## src/rtl/serdesphy_pkg.sv

```systemverilog
// Shared definitions for the SerDes PHY PMA power-up sequencer:
// state codes, timing defaults and the per-state control decode.
package serdesphy_pkg;

  typedef enum logic [2:0] {
    ST_OFF       = 3'd0,
    ST_ISO_REL   = 3'd1,
    ST_ANA_RST   = 3'd2,
    ST_PLL_START = 3'd3,
    ST_PLL_LOCK  = 3'd4,
    ST_LANE_UP   = 3'd5,
    ST_ACTIVE    = 3'd6,
    ST_FAULT     = 3'd7
  } state_t;

  localparam int ISO_CYC_DEF   = 24;
  localparam int RST_CYC_DEF   = 48;
  localparam int LOCK_FILT_DEF = 64;
  localparam int LOCK_TO_DEF   = 24000;

  localparam int TMR_W  = 15;
  localparam int FILT_W = 7;

  typedef struct packed {
    logic analog_iso_n;
    logic analog_reset_n;
    logic pll_iso_n;
    logic pll_enable;
    logic pll_reset_n;
    logic serializer_enable;
    logic serializer_reset_n;
    logic deserializer_enable;
    logic deserializer_reset_n;
    logic pll_lock;
    logic phy_ready;
    logic seq_fault;
  } ctl_t;

  // Control levels held while resident in a state; each step of the
  // bring-up keeps everything the previous step had released.
  function automatic ctl_t ctl_for(state_t s);
    ctl_t c;
    c = '0;
    case (s)
      ST_ISO_REL: begin
        c.analog_iso_n = 1'b1;
        c.pll_iso_n    = 1'b1;
      end
      ST_ANA_RST: begin
        c.analog_iso_n   = 1'b1;
        c.pll_iso_n      = 1'b1;
        c.analog_reset_n = 1'b1;
      end
      ST_PLL_START: begin
        c.analog_iso_n   = 1'b1;
        c.pll_iso_n      = 1'b1;
        c.analog_reset_n = 1'b1;
        c.pll_enable     = 1'b1;
      end
      ST_PLL_LOCK: begin
        c.analog_iso_n   = 1'b1;
        c.pll_iso_n      = 1'b1;
        c.analog_reset_n = 1'b1;
        c.pll_enable     = 1'b1;
        c.pll_reset_n    = 1'b1;
      end
      ST_LANE_UP, ST_ACTIVE: begin
        c.analog_iso_n         = 1'b1;
        c.pll_iso_n            = 1'b1;
        c.analog_reset_n       = 1'b1;
        c.pll_enable           = 1'b1;
        c.pll_reset_n          = 1'b1;
        c.serializer_enable    = 1'b1;
        c.serializer_reset_n   = 1'b1;
        c.deserializer_enable  = 1'b1;
        c.deserializer_reset_n = 1'b1;
        c.pll_lock             = 1'b1;
        c.phy_ready            = (s == ST_ACTIVE);
      end
      ST_FAULT: c.seq_fault = 1'b1;
      default: c = '0;
    endcase
    return c;
  endfunction

endpackage

```

## src/rtl/serdesphy_sync2.sv

```systemverilog
// Two-flop synchronizer for one asynchronous status bit, async reset to 0.
module serdesphy_sync2 (
  input  logic clk,
  input  logic rst_n,
  input  logic d,
  output logic q
);

  logic meta;

  always_ff @(posedge clk or negedge rst_n) begin
    if (!rst_n) begin
      meta <= 1'b0;
      q    <= 1'b0;
    end else begin
      meta <= d;
      q    <= meta;
    end
  end

endmodule

```

## src/rtl/serdesphy_pma_seq.sv

```systemverilog
// PMA power-up sequencer: isolation release, analog reset, PLL start and
// lock qualification, lane bring-up, with sticky fault on lock/lane timeout.
//
// state     | meaning
// OFF       | everything isolated and held in reset
// ISO_REL   | analog and PLL isolation released
// ANA_RST   | analog reset released
// PLL_START | PLL enabled, still held in reset
// PLL_LOCK  | PLL running, filtering lock/vco/cp status
// LANE_UP   | lanes enabled, waiting for both ready
// ACTIVE    | link up; loss of raw lock faults
// FAULT     | all controls off, seq_fault held until phy_en drops
module serdesphy_pma_seq
  import serdesphy_pkg::*;
#(
  parameter int ISO_CYC   = ISO_CYC_DEF,
  parameter int RST_CYC   = RST_CYC_DEF,
  parameter int LOCK_FILT = LOCK_FILT_DEF,
  parameter int LOCK_TO   = LOCK_TO_DEF
) (
  input  logic       clk_ref_24m,
  input  logic       rst_n,
  input  logic       phy_en,
  input  logic       pll_lock_raw,
  input  logic       pll_vco_ok,
  input  logic       pll_cp_ok,
  input  logic       serializer_ready,
  input  logic       deserializer_ready,
  output logic       analog_iso_n,
  output logic       analog_reset_n,
  output logic       pll_iso_n,
  output logic       pll_enable,
  output logic       pll_reset_n,
  output logic       serializer_enable,
  output logic       serializer_reset_n,
  output logic       deserializer_enable,
  output logic       deserializer_reset_n,
  output logic       pll_lock,
  output logic       phy_ready,
  output logic       seq_fault,
  output logic [2:0] seq_state
);

  localparam logic [TMR_W-1:0]  ISO_LAST  = TMR_W'(ISO_CYC - 1);
  localparam logic [TMR_W-1:0]  RST_LAST  = TMR_W'(RST_CYC - 1);
  localparam logic [TMR_W-1:0]  TO_LAST   = TMR_W'(LOCK_TO - 1);
  localparam logic [FILT_W-1:0] FILT_LAST = FILT_W'(LOCK_FILT - 1);

  logic pll_lock_raw_s, pll_vco_ok_s, pll_cp_ok_s;
  logic serializer_ready_s, deserializer_ready_s;

  serdesphy_sync2 u_sync_lock (.clk(clk_ref_24m), .rst_n(rst_n), .d(pll_lock_raw),       .q(pll_lock_raw_s));
  serdesphy_sync2 u_sync_vco  (.clk(clk_ref_24m), .rst_n(rst_n), .d(pll_vco_ok),         .q(pll_vco_ok_s));
  serdesphy_sync2 u_sync_cp   (.clk(clk_ref_24m), .rst_n(rst_n), .d(pll_cp_ok),          .q(pll_cp_ok_s));
  serdesphy_sync2 u_sync_ser  (.clk(clk_ref_24m), .rst_n(rst_n), .d(serializer_ready),   .q(serializer_ready_s));
  serdesphy_sync2 u_sync_des  (.clk(clk_ref_24m), .rst_n(rst_n), .d(deserializer_ready), .q(deserializer_ready_s));

  state_t             state, state_nxt;
  logic [TMR_W-1:0]   timer, timer_nxt;
  logic [FILT_W-1:0]  filt, filt_nxt;
  ctl_t               ctl;
  logic               lock_qual;

  assign lock_qual = pll_lock_raw_s & pll_vco_ok_s & pll_cp_ok_s;

  always_comb begin
    state_nxt = state;
    unique case (state)
      ST_OFF:       if (phy_en) state_nxt = ST_ISO_REL;
      ST_ISO_REL:   if (timer == ISO_LAST) state_nxt = ST_ANA_RST;
      ST_ANA_RST:   if (timer == RST_LAST) state_nxt = ST_PLL_START;
      ST_PLL_START: if (timer == RST_LAST) state_nxt = ST_PLL_LOCK;
      ST_PLL_LOCK: begin
        if (lock_qual && filt == FILT_LAST) state_nxt = ST_LANE_UP;
        else if (timer == TO_LAST)          state_nxt = ST_FAULT;
      end
      ST_LANE_UP: begin
        if (serializer_ready_s && deserializer_ready_s) state_nxt = ST_ACTIVE;
        else if (timer == TO_LAST)                      state_nxt = ST_FAULT;
      end
      ST_ACTIVE:    if (!pll_lock_raw_s) state_nxt = ST_FAULT;
      ST_FAULT:     state_nxt = ST_FAULT;
    endcase
    // Dropping the enable wins over any timeout or lock event this cycle.
    if (!phy_en && state != ST_OFF) state_nxt = ST_OFF;
  end

  always_comb begin
    timer_nxt = '0;
    if (state_nxt == state && timer != '1) timer_nxt = timer + 1'b1;
    else if (state_nxt == state)           timer_nxt = timer;
  end

  always_comb begin
    filt_nxt = '0;
    if (state == ST_PLL_LOCK && lock_qual)
      filt_nxt = (filt == '1) ? filt : filt + 1'b1;
  end

  always_ff @(posedge clk_ref_24m or negedge rst_n) begin
    if (!rst_n) begin
      state <= ST_OFF;
      timer <= '0;
      filt  <= '0;
      ctl   <= '0;
    end else begin
      state <= state_nxt;
      timer <= timer_nxt;
      filt  <= filt_nxt;
      ctl   <= ctl_for(state_nxt);
    end
  end

  assign analog_iso_n         = ctl.analog_iso_n;
  assign analog_reset_n       = ctl.analog_reset_n;
  assign pll_iso_n            = ctl.pll_iso_n;
  assign pll_enable           = ctl.pll_enable;
  assign pll_reset_n          = ctl.pll_reset_n;
  assign serializer_enable    = ctl.serializer_enable;
  assign serializer_reset_n   = ctl.serializer_reset_n;
  assign deserializer_enable  = ctl.deserializer_enable;
  assign deserializer_reset_n = ctl.deserializer_reset_n;
  assign pll_lock             = ctl.pll_lock;
  assign phy_ready            = ctl.phy_ready;
  assign seq_fault            = ctl.seq_fault;
  assign seq_state            = state;

endmodule

```

## config.mk

```make
export PLATFORM = sky130hd
export DESIGN_NAME = serdesphy_pma_seq
export DESIGN_NICKNAME = d
export VERILOG_FILES = /design/src/rtl/serdesphy_pkg.sv /design/src/rtl/serdesphy_sync2.sv /design/src/rtl/serdesphy_pma_seq.sv
export SDC_FILE = /design/constraint.sdc
export NUM_CORES = 1
export LEC_CHECK = 0
export CORE_MARGIN = 4
export CORE_UTILIZATION = 60
export CTS_BUF_LIST = sky130_fd_sc_hd__clkbuf_4 sky130_fd_sc_hd__clkbuf_8
export CTS_CLUSTER_SIZE = 10
export DETAILED_ROUTE_END_ITERATION = 7
export GPL_TIMING_DRIVEN = 0
export PLACE_DENSITY = 0.9
export REMOVE_ABC_BUFFERS = 1
export SLEW_MARGIN = 20
export SYNTH_ARGS = -nofsm -noshare
export SYNTH_HDL_FRONTEND = slang
export SYNTH_SLANG_ARGS = --single-unit
```

## constraint.sdc

```tcl
create_clock -name clk_ref_24m -period 3.64 [get_ports clk_ref_24m]
set_input_delay 0.728 -clock clk_ref_24m [delete_from_list [all_inputs] [get_ports clk_ref_24m]]
set_output_delay 0.728 -clock clk_ref_24m [all_outputs]
set_load 0.02 [all_outputs]
```

# After elaboration in Yosys (flattened, before gate mapping)
# Index checks and enable logic that the tools add are counted.
[op_classes] reduce_logical=13 n_bitwise=2 addsub=2 mux=20 n_eq_ne=23
[ops] op="two-way mux 15 bit" count=2
[ops] op="two-way mux 3 bit" count=9
[ops] op="== test 3 bit (second input constant)" count=8
[ops] op="case mux 3 bit (8 select lines)" count=1
[ops] op="adder 15 x 1 -> 15 bit (second input constant)" count=1
[ops] op="== test 15 bit (second input constant)" count=1
[ops] op="== test 15 x 5 -> 1 bit (second input constant)" count=1
[ops] op="== test 15 x 6 -> 1 bit (second input constant)" count=1
[ops] op="!= test 15 bit (second input constant)" count=1
[ops] op="two-way mux 7 bit" count=2
[ops] op="== test 3 x 2 -> 1 bit (second input constant)" count=4
[ops] op="adder 7 x 1 -> 7 bit (second input constant)" count=1
[ops] op="== test 7 x 6 -> 1 bit (second input constant)" count=1
[ops] op="== test 7 bit (second input constant)" count=1
[ops] op="== test 3 x 1 -> 1 bit (second input constant)" count=2
[ops] op="two-way mux 6 bit" count=1
[ops] op="OR reduction 6 bit" count=1
[ops] op="logical AND 1 bit" count=5
[ops] op="two-way mux 1 bit" count=5
[ops] op="OR reduction 5 bit" count=1
[ops] op="OR reduction 4 bit" count=1
[ops] op="== test 3 bit" count=1
[ops] op="logical NOT 3 bit" count=1
[ops] op="nonzero test 3 bit" count=1
[ops] op="other kinds (6)" count=7
[totals] inputBits=8 out_inout_bits=15 elab_cells=84 regBits=46

# Depth between registers and ports, before layout
# Gate-level depths: netlist (run 1).
[depth] word_depth=9 mapped_depth=8

# Cells and area by module
# A second synthesis (run 1) with hierarchy kept.
[unflattened] cells_unflattened=199 area_unflattened_um2=2031.9
[by_module_without_submodules] module="serdesphy_pma_seq" area_per_inst_um2=1781.7 n_inst=1 seq_area_each_um2=800.8 cells_each=189
[by_module_without_submodules] module="serdesphy_sync2" area_per_inst_um2=50.0 n_inst=5 seq_area_each_um2=50.0 cells_each=2

# Worst setup path after synthesis (run 1)
# OpenSTA, ideal clock, no wires.
[synth_timing] kind="reg-to-reg" from="register state[0] (netlist: seq_state[0])" to="register timer[0]" arrival_time_ns=2.031 period_less_slack_ns=2.102 stages_incl_launch_ff=9 setup_time_ns=0.071 setup_slack_ns=1.538 path_cell_list="dfrtp_1 -> buf_6 -> nand4b_4 -> o41a_1 -> a311oi_2 -> nor4_1 -> a221o_1 -> buf_6 -> nor2_1"
[synth_via] elab_chain_len=7
[synth_lines] element="start, declared" line_no="serdesphy_pma_seq.sv:58" rtl="state_t state, state_nxt;"
[synth_lines] element="start signal, assigned" line_no="serdesphy_pma_seq.sv:107" rtl="state <= state_nxt;"
[synth_lines] element="two-way mux 3 bit" line_no="serdesphy_pma_seq.sv:75, serdesphy_pma_seq.sv:79"
[synth_lines] element="two-way mux 3 bit (on tied branches)" line_no="serdesphy_pma_seq.sv:78, serdesphy_pma_seq.sv:74"
[synth_lines] element="case mux 3 bit (8 select lines)" line_no="serdesphy_pma_seq.sv:68" rtl="unique case (state)"
[synth_lines] element="two-way mux 3 bit" line_no="serdesphy_pma_seq.sv:85" rtl="if (!phy_en && state != ST_OFF) state_nxt = ST_OFF;"
[synth_lines] element="== test 3 bit *" line_no="serdesphy_pma_seq.sv:90, serdesphy_pma_seq.sv:91"
[synth_lines] element="logical AND 1 bit" line_no="serdesphy_pma_seq.sv:90" rtl="if (state_nxt == state && timer != '1) timer_nxt = timer + 1'b1;"
[synth_lines] element="!= test 2 x 1 -> 1 bit (no line) or two-way mux 15 bit (tied branches)"
[synth_lines] element="end signal, assigned" line_no="serdesphy_pma_seq.sv:108" rtl="timer <= timer_nxt;"
[synth_lines] element="end, declared" line_no="serdesphy_pma_seq.sv:59" rtl="logic [TMR_W-1:0] timer, timer_nxt;"
# Every way passes the cells marked *; elsewhere a longest branch is shown, timed or not.
# A chain may end at the register's enable or synchronous reset.

# Worst setup path in the final report (run 1)
[layout_timing] from="register filt[0]" to="register timer[3]"
[layout_via] elab_chain_len=8
[layout_lines] element="start, declared" line_no="serdesphy_pma_seq.sv:60" rtl="logic [FILT_W-1:0] filt, filt_nxt;"
[layout_lines] element="start signal, assigned" line_no="serdesphy_pma_seq.sv:109" rtl="filt <= filt_nxt;"
[layout_lines] element="== test 7 x 6 -> 1 bit *" line_no="serdesphy_pma_seq.sv:74" rtl="if (lock_qual && filt == FILT_LAST) state_nxt = ST_LANE_UP;"
[layout_lines] element="logical AND 1 bit *" line_no="serdesphy_pma_seq.sv:74"
[layout_lines] element="two-way mux 3 bit *" line_no="serdesphy_pma_seq.sv:74"
[layout_lines] element="case mux 3 bit (8 select lines) *" line_no="serdesphy_pma_seq.sv:68"
[layout_lines] element="two-way mux 3 bit *" line_no="serdesphy_pma_seq.sv:85"
[layout_lines] element="== test 3 bit *" line_no="serdesphy_pma_seq.sv:90, serdesphy_pma_seq.sv:91"
[layout_lines] element="logical AND 1 bit" line_no="serdesphy_pma_seq.sv:90"
[layout_lines] element="!= test 2 x 1 -> 1 bit (no line) or two-way mux 15 bit (tied branches)"
# Marks and branches as above.

==> out/metrics.cfg, run 1 <==
[sta]
hold_viol = 0
period_share_pct = 66.23
setup_violations = 0
relSlewSlack_pct = 62.47
worst-slew-pin-transition_ns = 0.5603
rsz0062_at_grt = false
drv_slew = 0
tns_ns = 0
maxClockFrequency_mhz = 414.8
period_needed_ns = 2.411
fin_skew_ns = 0.007061

[route]
dr.first_iter.drc_count = 62
viasPerCell = 5.890
ant_nets = 0
routed_wirelength_um = 3619
vias = 1502
drc = 0
post_drt_wl_per_cell_um = 14.19
dr.pass1.iters = 4

[grt]
grt_max_degree = 25
grt_pass1_vias = 1535
grt_pass1_wl_um = 6555
grt_use_total_pct = 19.77
grt_overflow = 0
antenna_found_initial = 0

[placed_design]
port_buffers = 22
place_congestion = 0.9091
dp_cells = 248
dp_hpwl_um = 2696

[synth]
synth_ff_type = dfrtp_1
ys_warn_count = 0
synth_commonest_cells = dfrtp_1, nor2_1, nand3_1
synth_most_common_cell = dfrtp_1
synth_edf_count = 0
synthTopCellsByArea = dfrtp_1, nor2_1, xor2_1
synth_area_per_cell_um2 = 10.47
synth_cell_types = 43
yosysTopAreaCell = dfrtp_1
synth.top_cell.area_share_pct = 52.53
synth_seq_cells = 42
ys_seq_area_share_pct = 52.53
async_reset_ff_share_pct = 100.0
synthCells = 191
synth_area_mm2 = 0.002001

[clock_tree]
cts_setup_buffers = 0
path_clk_slew_ns = 0.12
hold_buffers = 0
clock_latency_ns = 0.34
cts_tree = done
cts-buffers-inserted = 5
cts.path.max_buffers = 2
clock-sinks = 42
cts_resized = 0
h-tree-depth = 2
cts_root_buffer = clkbuf_4

[layout]
finalNetCount = 221
diodes = 0
synthToLayoutAreaGrowth_pct = 15.26
fin_cells = 255
drive_gt1_share_pct = 7.583

[flow_run]
maxCapViolCount = 0

[die]
rows = 20
coreArea_mm2 = 0.003128
die_h_um = 65.75
dieArea_mm2 = 0.004322
die_x_um = 65.75
ios = 23
start_util_pct = 63.96

[outcome]
status = complete, no violations

[critical_path]
end_kind = flip-flop
critical_path_class = reg2reg
crit_arrival_ns = 2.62
required_ns = 3.85
worst-path-max-fanout = 15
crit_path_start_kind = flip-flop

[power]
p_leak_nw = 1.016
vdd_drop_max_mv = 0.2705
p_per_area_mw_per_mm2 = 391.6

[min_path]
min_path_type = in2async

registers in the layout, indices dropped and copies added (netlist names):
signal / count
seq_state: 3
pll_enable: 1
u_sync_vco.q: 1
u_sync_cp.q: 1
u_sync_ser.meta: 1
u_sync_vco.meta: 1
u_sync_des.meta: 1
u_sync_lock.meta: 1
filt: 7
phy_ready: 1
analog_reset_n: 1
timer: 15
u_sync_cp.meta: 1
u_sync_ser.q: 1
u_sync_lock.q: 1
pll_iso_n: 1
seq_fault: 1
u_sync_des.q: 1
deserializer_enable: 1
pll_reset_n: 1
cells by family after synthesis:
kind of cell / after synthesis / synth area share (%)
flip-flops: 42 / 52.53
AND/OR/NAND/NOR: 95 / 25.64
multiplexers: 3 / 1.563
adder cells (fa/ha/maj): 2 / 1.251
AO/OA/AOI/OAI: 22 / 8.380
buffers and inverters: 12 / 4.065
XOR/XNOR: 15 / 6.567
metrics by stage:
step	total power [mW]	instance area, µm²	setup WS (ns)	utilization, %	hold WS (ns)
after global placement	0.6014	2202	0.9613	70.40	0.3335
after detailed placement	0.6144	2225	0.9493	71.12	0.3347
after floorplan	0.5714	1927	1.507	-	0.3312
after global routing	0.9477	2306	0.9907	73.72	0.3376
after CTS	0.9113	2306	1.229	73.72	0.3152
final	0.9030	2306	1.229	73.72	0.3180
worst paths after layout:
check                            startpoint       endpoint  slack (ns)  cells past startpoint
setup / recovery                    filt[0]       timer[3]        1.23                      7
hold / removal                        rst_n      timer[12]        0.32                      1
setup reg to reg                    filt[0]       timer[3]        1.23                      7
hold reg to reg            u_sync_lock.meta  u_sync_lock.q        0.36                      0
max in group asynchronous             rst_n   u_sync_ser.q        2.86                      2
min in group clk_ref_24m   u_sync_lock.meta  u_sync_lock.q        0.36                      0
area by class of cell:
cell class,count,area (µm²)
fillers,198,822.0
multi-input cells,137,868.3
clock inverters,1,30.03
inverters,2,7.507
well taps,44,55.05
flip-flops and latches,42,1051
clock buffers,6,51.30
repair buffers,23,242.7
critical path, stage by stage (launching register included):
cell and delay, ns:
dfrtp_1 0.40, ha_1 0.23, nand2_1 0.08, o41a_1 0.44
a311oi_2 0.33, o21a_1 0.19, a221o_1 0.49, nor3_1 0.12
per-layer routing:
metal  up-vias  share of wire, %  track usage (%)
met5         -                 0                0
met1       719                40            23.87
met4         0              0.77            9.585
met2        63                52            33.79
met3         4               7.3            3.590
li1        716                 -                -
report_power, final:
group          leakage [nW]  switching [mW]  internal, mW
clock                0.0443           0.139         0.160
combinational         0.416          0.0462        0.0411
sequential            0.555          0.0271         0.490
cell usage in the layout (no fill, tap or decap), drive strengths merged, types with 3 or more instances in the layout:
cell,instances
a21oi,3
a31oi,4
and3,4
and4,6
clkbuf,6
clkdlybuf4s50,21
dfrtp,42
nand2,12
nand3,13
nand4,6
nor2,33
nor2b,3
nor3,4
nor4,4
o21a,3
xnor2,3
xor2,12
Power figures use the tool's default switching activity.
==> inputs of run 2 (changes only) <==
--- a/config.mk
+++ b/config.mk
@@ -6,12 +6,12 @@
 export NUM_CORES = 1
 export LEC_CHECK = 0
 export CORE_MARGIN = 4
-export CORE_UTILIZATION = 60
+export CORE_UTILIZATION = 57
 export CTS_BUF_LIST = sky130_fd_sc_hd__clkbuf_4 sky130_fd_sc_hd__clkbuf_8
 export CTS_CLUSTER_SIZE = 10
 export DETAILED_ROUTE_END_ITERATION = 7
 export GPL_TIMING_DRIVEN = 0
-export PLACE_DENSITY = 0.9
+export PLACE_DENSITY = 0.86
 export REMOVE_ABC_BUFFERS = 1
 export SLEW_MARGIN = 20
 export SYNTH_ARGS = -nofsm -noshare
==> constraint.sdc (replaced) <==
create_clock -name clk_ref_24m -period 2.45 [get_ports clk_ref_24m]
set_input_delay 0.49 -clock clk_ref_24m [delete_from_list [all_inputs] [get_ports clk_ref_24m]]
set_output_delay 0.49 -clock clk_ref_24m [all_outputs]
set_load 0.02 [all_outputs]
==> run 2 against run 1 <==
Compared with the run above: first-iteration DRC count up 40%; final cell count up 2.0%; register-to-register slack worse by 1.1 ns; hold slack worse by 0.25 ns; global-route usage down 1.7 points; wire length down 1.5%; die area up 4.6%; largest cell class unchanged; largest power group unchanged.
==> out/metrics.cfg, run 2 (same netlist as run 1, synthesis figures left out) <==
[layout]
final_cell_mix = dfrtp_1, nor2_1, clkdlybuf4s50_1
largest_reg_flops = 15
top_register = timer
finalNetCount = 223
synthToLayoutAreaGrowth_pct = 16.51
layout_commonest_cell = dfrtp_1
drive_gt1_share_pct = 10.28
fin_cells = 260
fillers = 267
diodes = 0
fin_util_pct = 69.31

[critical_path]
cp_common_cell = and4_1
slowest_stage = a221o_2
crit_path_start_kind = flip-flop
crit_arrival_ns = 2.61
end_kind = flip-flop
required_ns = 2.73
cp_slowest_stage_delay_ns = 0.46
critical_path_class = reg2reg
worst-path-max-fanout = 8
worstPathCellList = ha_1, and4_1, and4_1, a211oi_2, nand3_1, a221o_2, buf_12, nor2_1

[route]
wl_met1_um = 1523
top_layer = met4
post_drt_wl_per_cell_um = 13.70
viasPerCell = 5.754
dr.first_iter.drc_count = 87
dr.pass1.iters = 4
routed_wirelength_um = 3563
drc = 0
vias = 1496
dr_wl_met3_um = 156
ant_nets = 0
wl_met2_um = 1808

[sta]
relSlewSlack_pct = 62.41
worst-slew-pin-transition_ns = 0.5613
period_share_pct = 95.01
tns_ns = 0
hold_viol = 0
drv_slew = 0
maxClockFrequency_mhz = 429.6
final.setup.worst_slack_ns = 0.1222
setup_violations = 0
period_needed_ns = 2.328
fin_skew_ns = 0.004452

[flow_run]
maxCapViolCount = 0

[clock_tree]
h-tree-depth = 2
hold_buffers = 0
cts_tree = done
clock-sinks = 42
cts_root_buffer = clkbuf_4
path_clk_slew_ns = 0.12
cts-buffers-inserted = 5
cts.path.max_buffers = 2
clock_latency_ns = 0.35

[grt]
grt_overflow = 0
antenna_found_initial = 0
grt_pass1_wl_um = 6127
grt_max_degree = 25
grt_use_total_pct = 18.07
grt_pass1_vias = 1436

[die]
start_util_pct = 59.49
coreArea_mm2 = 0.003363
die_h_um = 67.25
ios = 23
die_x_um = 67.25
rows = 21
dieArea_mm2 = 0.004522

[power]
p_total_mw = 1.262
p_leak_nw = 1.021
p_per_area_mw_per_mm2 = 541.5
vdd_drop_max_mv = 0.3689

[outcome]
status = complete, no violations

[placed_design]
dp_hpwl_um = 2646
port_buffers = 22
place_congestion = 0.8706
dp_slack_ns = 0.02508
dp_cells = 250

[min_path]
min_path_type = in2async

## run 2: cell count changes in the layout (fill, tap and decap cells not counted), sizes merged
cell / change
buf: +2
bufinv: -1
clkinv: +1
clkinvlp: +1
## run 2: final timing paths
path | from | end | slack, ns | depth (start not counted)
worst max-delay path | timer[0] | timer[8] | 0.12 | 8
worst min-delay path | rst_n | filt[2] | 0.07 | 1
worst max register to register | timer[0] | timer[8] | 0.12 | 8
worst min register to register | u_sync_cp.meta | u_sync_cp.q | 0.36 | 0
max in group asynchronous | rst_n | timer[8] | 1.92 | 2
min in group clk_ref_24m | u_sync_cp.meta | u_sync_cp.q | 0.36 | 0
## run 2: layout make-up
type / count / area (µm²) / area share (%)
sequential: 42 / 1051 / 45.09
inverter: 2 / 7.507 / 0.3221
clock buffer: 6 / 51.30 / 2.201
timing repair buffer: 25 / 270.3 / 11.59
clock inverter: 2 / 12.51 / 0.5368
multi-input combinational: 137 / 880.8 / 37.79
tap: 46 / 57.56 / 2.469
## run 2: routing by layer
metal  vias up  GRT usage, %
li1        718             -
met1       728         21.42
met2        41         29.94
met3         9         5.491
met4         0         8.608
met5         -             0
## run 2: timing repair
action / in CTS / in global routing
gates resized for setup: 1 / 2
pin swaps: 0 / 2
setup endpoints to repair: 1 / 6
setup buffers: 0 / 2
gates cloned: 0 / 0
## run 2: power by group
part	internal (mW)	leakage [nW]	switching [mW]	total [mW]
Sequential	0.727	0.555	0.0414	0.769
Clock	0.138	0.0343	0.214	0.352
Combinational	0.0720	0.432	0.0699	0.142
## run 2: per-stage QoR
| step | hold slack, ns | cell area, µm² |
|---|---|---|
| 6_report | 0.06819 | 2331 |
| 4_1_cts | 0.07633 | 2292 |
| 3_3_place_gp | 0.3318 | 2205 |
| 5_1_grt | 0.07467 | 2331 |
| 2_1_floorplan | 0.1944 | 1927 |
| 3_5_place_dp | 0.3395 | 2227 |
## run 2: critical path: cells and delay by family, from the launching register on
| kind | cells | cell delay, ns |
|---|---|---|
| compound gates | 2 | 0.72 |
| simple gates | 4 | 0.69 |
| flops | 1 | 0.44 |
| fa+ha+maj | 1 | 0.25 |
| buf+inv | 1 | 0.16 |
